===== src/rtl/branch_update_queue.sv =====
// In-order queue of in-flight branch predictions. Emits a registered BHT update
// and a mispredict pulse when the oldest branch resolves.
module branch_update_queue #(
    parameter int DEPTH = 4,
    parameter int IDX_W = 5,
    parameter int CNT_W = 3
) (
    input  logic             clk,
    input  logic             rst,
    input  logic             flush,
    input  logic             push_valid,
    input  logic [IDX_W-1:0] push_idx,
    input  logic             push_pred,
    output logic             full,
    output logic             empty,
    output logic [CNT_W-1:0] count,
    input  logic             resolve_valid,
    input  logic             resolve_taken,
    output logic             bht_en,
    output logic [IDX_W-1:0] bht_write_addr,
    output logic             bht_was_taken,
    output logic             mispredict,
    output logic             overflow_err,
    output logic             underflow_err
);

    localparam int PTR_W = (DEPTH > 1) ? $clog2(DEPTH) : 1;

    logic [IDX_W-1:0] r_idx  [DEPTH];
    logic             r_pred [DEPTH];
    logic [PTR_W-1:0] r_head;
    logic [PTR_W-1:0] r_tail;
    logic [CNT_W-1:0] r_count;

    logic             r_bht_en;
    logic [IDX_W-1:0] r_bht_write_addr;
    logic             r_bht_was_taken;
    logic             r_mispredict;
    logic             r_overflow_err;
    logic             r_underflow_err;

    logic             w_full;
    logic             w_empty;
    logic             w_do_resolve;
    logic             w_mis;
    logic             w_squash;
    logic             w_do_push;
    logic             w_ovf;
    logic [PTR_W-1:0] w_head_next;

    assign w_full       = (r_count == CNT_W'(DEPTH));
    assign w_empty      = (r_count == '0);
    assign w_do_resolve = resolve_valid && !w_empty;
    assign w_mis        = w_do_resolve && (r_pred[r_head] != resolve_taken);
    // Wrong-path pushes (flush or mispredict) are silently dropped, never counted as overflow.
    assign w_squash     = flush || w_mis;
    assign w_do_push    = push_valid && !w_full && !w_squash;
    assign w_ovf        = push_valid && w_full && !w_squash;
    assign w_head_next  = w_do_resolve ? r_head + 1'b1 : r_head;

    always_ff @(posedge clk) begin
        if (rst) begin
            r_head           <= '0;
            r_tail           <= '0;
            r_count          <= '0;
            r_bht_en         <= 1'b0;
            r_bht_write_addr <= '0;
            r_bht_was_taken  <= 1'b0;
            r_mispredict     <= 1'b0;
            r_overflow_err   <= 1'b0;
            r_underflow_err  <= 1'b0;
        end else begin
            r_bht_en     <= w_do_resolve;
            r_mispredict <= w_mis;
            if (w_do_resolve) begin
                r_bht_write_addr <= r_idx[r_head];
                r_bht_was_taken  <= resolve_taken;
            end
            if (w_ovf)
                r_overflow_err <= 1'b1;
            if (resolve_valid && w_empty)
                r_underflow_err <= 1'b1;

            r_head <= w_head_next;
            if (w_squash) begin
                r_count <= '0;
                r_tail  <= w_head_next;
            end else begin
                r_count <= r_count + CNT_W'(w_do_push) - CNT_W'(w_do_resolve);
                if (w_do_push)
                    r_tail <= r_tail + 1'b1;
            end
        end
    end

    always_ff @(posedge clk) begin
        if (w_do_push && !rst) begin
            r_idx[r_tail]  <= push_idx;
            r_pred[r_tail] <= push_pred;
        end
    end

    assign full           = w_full;
    assign empty          = w_empty;
    assign count          = r_count;
    assign bht_en         = r_bht_en;
    assign bht_write_addr = r_bht_write_addr;
    assign bht_was_taken  = r_bht_was_taken;
    assign mispredict     = r_mispredict;
    assign overflow_err   = r_overflow_err;
    assign underflow_err  = r_underflow_err;

endmodule


===== config.mk =====
export PLATFORM = sky130hd
export DESIGN_NAME = branch_update_queue
export DESIGN_NICKNAME = d
export VERILOG_FILES = /design/src/rtl/branch_update_queue.sv
export SDC_FILE = /design/constraint.sdc
export NUM_CORES = 1
export LEC_CHECK = 0
export BUFFER_PORTS_ARGS = -buffer_cell sky130_fd_sc_hd__buf_2
export CORE_MARGIN = 2
export CORE_UTILIZATION = 59
export DETAILED_ROUTE_END_ITERATION = 10
export PLACE_DENSITY = 0.81
export SLEW_MARGIN = 20
export SYNTH_ARGS = -nofsm -noshare
export SYNTH_HDL_FRONTEND = slang
export SYNTH_SLANG_ARGS = --single-unit
export TNS_END_PERCENT = 5

===== constraint.sdc =====
create_clock -name clk -period 4.9 [get_ports clk]
set_clock_uncertainty 0.2 [all_clocks]
set_input_delay 0.735 -clock clk [delete_from_list [all_inputs] [get_ports clk]]
set_output_delay 0.735 -clock clk [all_outputs]
set_load 0.05 [all_outputs]

==> impl_metrics.csv <==
group,metric,value,unit
placement,gp_congestion,0.754,
power_and_ir_drop,fin_total_pwr,0.705,mW
layout,drive_above_1_share,27.6,%
layout,layout_common_cells,"buf_2, edfxtp_1, dfxtp_1",
route,drtPass1Iterations,4,
grt,grt_pass1_vias,1110,
setup_path,cp_slowest_stage_delay,930,ps
timing,finalCriticalPeriod,3470,ps
die,fp.dieArea,3500,um^2
route,route.vias.total,1136,
logic_synthesis,synthArstFlopShare,0,%
layout,fillers,212,
route,wire_per_inst,15.4,um
setup_path,timing_worst_setup_path_type,"flop to flop",
layout,final_common_cell,"buf_2",
timing,worstMarginPinSlew,1070,ps
logic_synthesis,seq_area_frac_synth,59.1,%
power_and_ir_drop,ir_drop,0.162,mV
clocking,cts.path.max_buffers,2,
grt,overflow,0,
timing,fmax,0.289,GHz
power_and_ir_drop,pwr-share-clk,30.8,%
layout,seq_area,1060,um^2
worst_hold_path,holdPathStages,2,
timing,maxSlewHeadroom,28.3,%
power_and_ir_drop,switchingPower,0.188,mW
grt,antenna_found_initial,0,
grt,grt_max_degree,18,
timing,hold_violations,0,
die,die_height,59.2,um
power_and_ir_drop,combPwrFrac,14.1,%
logic_synthesis,avgSynthCellArea,12.6,um^2
die,core_area,2980,um^2
setup_path,crit_slowest_cell,"o31ai_2",
setup_path,crit_family,"compound AO/OA/AOI/OAI gates",
setup_path,critPathMaxFanout,14,
power_and_ir_drop,sw_frac_of_total,26.7,%
die,fp-row-count,20,
setup_path,crit_required,4950,ps
setup_path,startpoint_type,"flop",
worst_hold_path,worstHoldEndpoint,"bht_was_taken",
clocking,clockRootBuffer,"clkbuf_4",
power_and_ir_drop,pwr-share-seq,55.1,%
timing,slew_viol_final,0,
placement,place_hpwl,2.17,mm
route,drc,0,
logic_synthesis,ys.warnings.count,0,
logic_synthesis,yosysTopAreaCellShare,40.1,%
grt,grt_pass1_wl,5.20,mm
logic_synthesis,synth.area.top_cells,"edfxtp_1, dfxtp_1, mux4_2",
worst_hold_path,min-delay-start,"bht_was_taken",
status,status,"complete, no violations",
placement,port_buffers,26,
logic_synthesis,synth-edff-count,24,
setup_path,r2r_start,"count[2]",
power_and_ir_drop,power.leakage,0.784,nW
route,final_antenna_net_count,0,
timing,min_period_over_period,70.7,%
power_and_ir_drop,p_int,0.517,mW
clocking,postCtsSetupRepairBufs,0,
layout,multi_input_area,659,um^2
logic_synthesis,synthDistinctLibCells,36,
logic_synthesis,synth_top_cell_by_area,"edfxtp_1",
logic_synthesis,syn_area,1800,um^2
layout,num_antenna_cells,0,
logic_synthesis,ys_seq_elements,41,
timing,finalSetupViolCount,0,
die,die_x,59.2,um
setup_path,crit_buf_inv,1,
route,vias_per_cell,5.60,
setup_path,regToRegSetupSlack,1430,ps
logic_synthesis,synthCells,142,
clocking,ctsHoldBuffers,0,
die,pin_count,27,
route,drt_iter0_drc,44,
flow_run,max-cap-violations,0,
route,wirelength,3.13,mm
die,start_util,60.3,%
layout,area_growth,12.3,%
setup_path,r2r_end,"count[2]",
clocking,numClockSinks,41,
layout,nets,188,
clocking,worstSkewPairLatency,360,ps
setup_path,ff2ff_path_depth,10,
timing,rsz0062_at_grt,"false",
grt,grt_usage,21.3,%
clocking,cts_max_level,2,
clocking,numCtsBuffers,5,
timing,totalNegativeSetupSlack,0,ps
setup_path,critPathArrivalTime,3520,ps
clocking,path_clk_slew,130,ps
clocking,post_cts_resized,0,
worst_hold_path,hold_path_class,"flop to flop",
setup_path,critPathCaptureType,"flop",
clocking,tritoncts,"done",
power_and_ir_drop,powerDensity,350,nW/um^2
logic_synthesis,synth_fp_nets,161,
setup_path,crit_chain,"o31ai_2 -> nor3_1 -> or3_1 -> ha_1 -> inv_1 -> ha_1 -> fa_1 -> xnor2_1 -> xnor2_1 -> nor2_1",
logic_synthesis,ys.flop_type,"edfxtp_1",
-- cell type report --
cell class	count	area share, %
Sequential cell	41	52.6
Multi-Input combinational cell	83	32.7
Timing Repair Buffer	26	6.46
Tap cell	33	2.05
Clock buffer	5	1.86
Clock inverter	3	2.05
Inverter	12	2.23
-- logic make-up after synthesis --
family | synth area share, %
AOI/OAI and AO/OA | 7.18
xor gates and xnor gates | 2.44
adders and majority gates | 5.30
buffers and inverters | 4.18
DFF | 59.1
muxes | 9.41
and+or+nand+nor | 12.4
-- power groups by stage --
stage	registers, mW	logic (mW)	clock network [mW]
final	0.388	0.0996	0.217
after global placement	0.395	0.0965	0
after global routing	0.391	0.110	0.234
after CTS	0.389	0.100	0.221
after floorplan	0.410	0.0606	0
after detailed placement	0.396	0.0994	0
-- synth_stat cells (2+ instances only) --
library cell,n
dfxtp_1,17
mux2i_1,3
o311ai_0,2
and3_1,3
nor2_1,10
ha_1,6
inv_1,11
clkbuf_1,2
or3_1,2
nand2_1,15
edfxtp_1,24
xnor2_1,3
mux4_2,5
buf_2,3
a21oi_1,7
xor2_1,2
o31ai_2,2
a31oi_1,2
nor3_1,6
-- metal layers --
layer	track usage, %	share of wire [%]	up-vias	wire [um]
met2	34.6	49	22	1540
met4	9.74	1.6	0	51
met5	0	0	-	0
met1	26.1	45	547	1420
li1	-	-	561	-
met3	6.55	3.7	6	117
-- worst reg2reg max path, stage by stage (launching register included) --
cell	delay [ps]
dfxtp_1	400
o31ai_2	930
nor3_1	230
or3_1	360
ha_1	280
inv_1	40
ha_1	180
fa_1	370
xnor2_1	180
xnor2_1	140
nor2_1	50
-- metrics by stage --
step	hold WS, ps	area [um^2]	setup WS (ps)	utilization, %	cells
4_1_cts	267	2020	1450	67.7	203
5_1_grt	282	2020	1210	67.7	203
3_3_place_gp	243	1940	1600	65.0	195
2_1_floorplan	416	1800	1700	-	142
3_5_place_dp	251	1940	1470	65.0	195
6_report	263	2020	1430	67.7	203
-- flip-flops by register name, indices dropped and copies added, names as in the netlist --
| register | flops |
|---|---|
| bht_was_taken | 1 |
| bht_write_addr | 5 |
| overflow_err | 1 |
| r_tail | 2 |
| r_pred | 4 |
| r_head | 2 |
| r_idx | 20 |
| bht_en | 1 |
| underflow_err | 1 |
| count | 3 |
| mispredict | 1 |
-- worst max-delay path by stage --
stage             startpoint       end  slack [ps]  depth (start not counted)
2_1_floorplan  resolve_taken  count[2]        1700                         12
3_3_place_gp        count[2]  count[2]        1600                         10
3_5_place_dp        count[2]  count[2]        1470                         10
4_1_cts             count[2]  count[2]        1450                         10
5_1_grt             count[2]  count[2]        1210                         10
6_report            count[2]  count[2]        1430                         10
(Power assumes the default switching activity.)
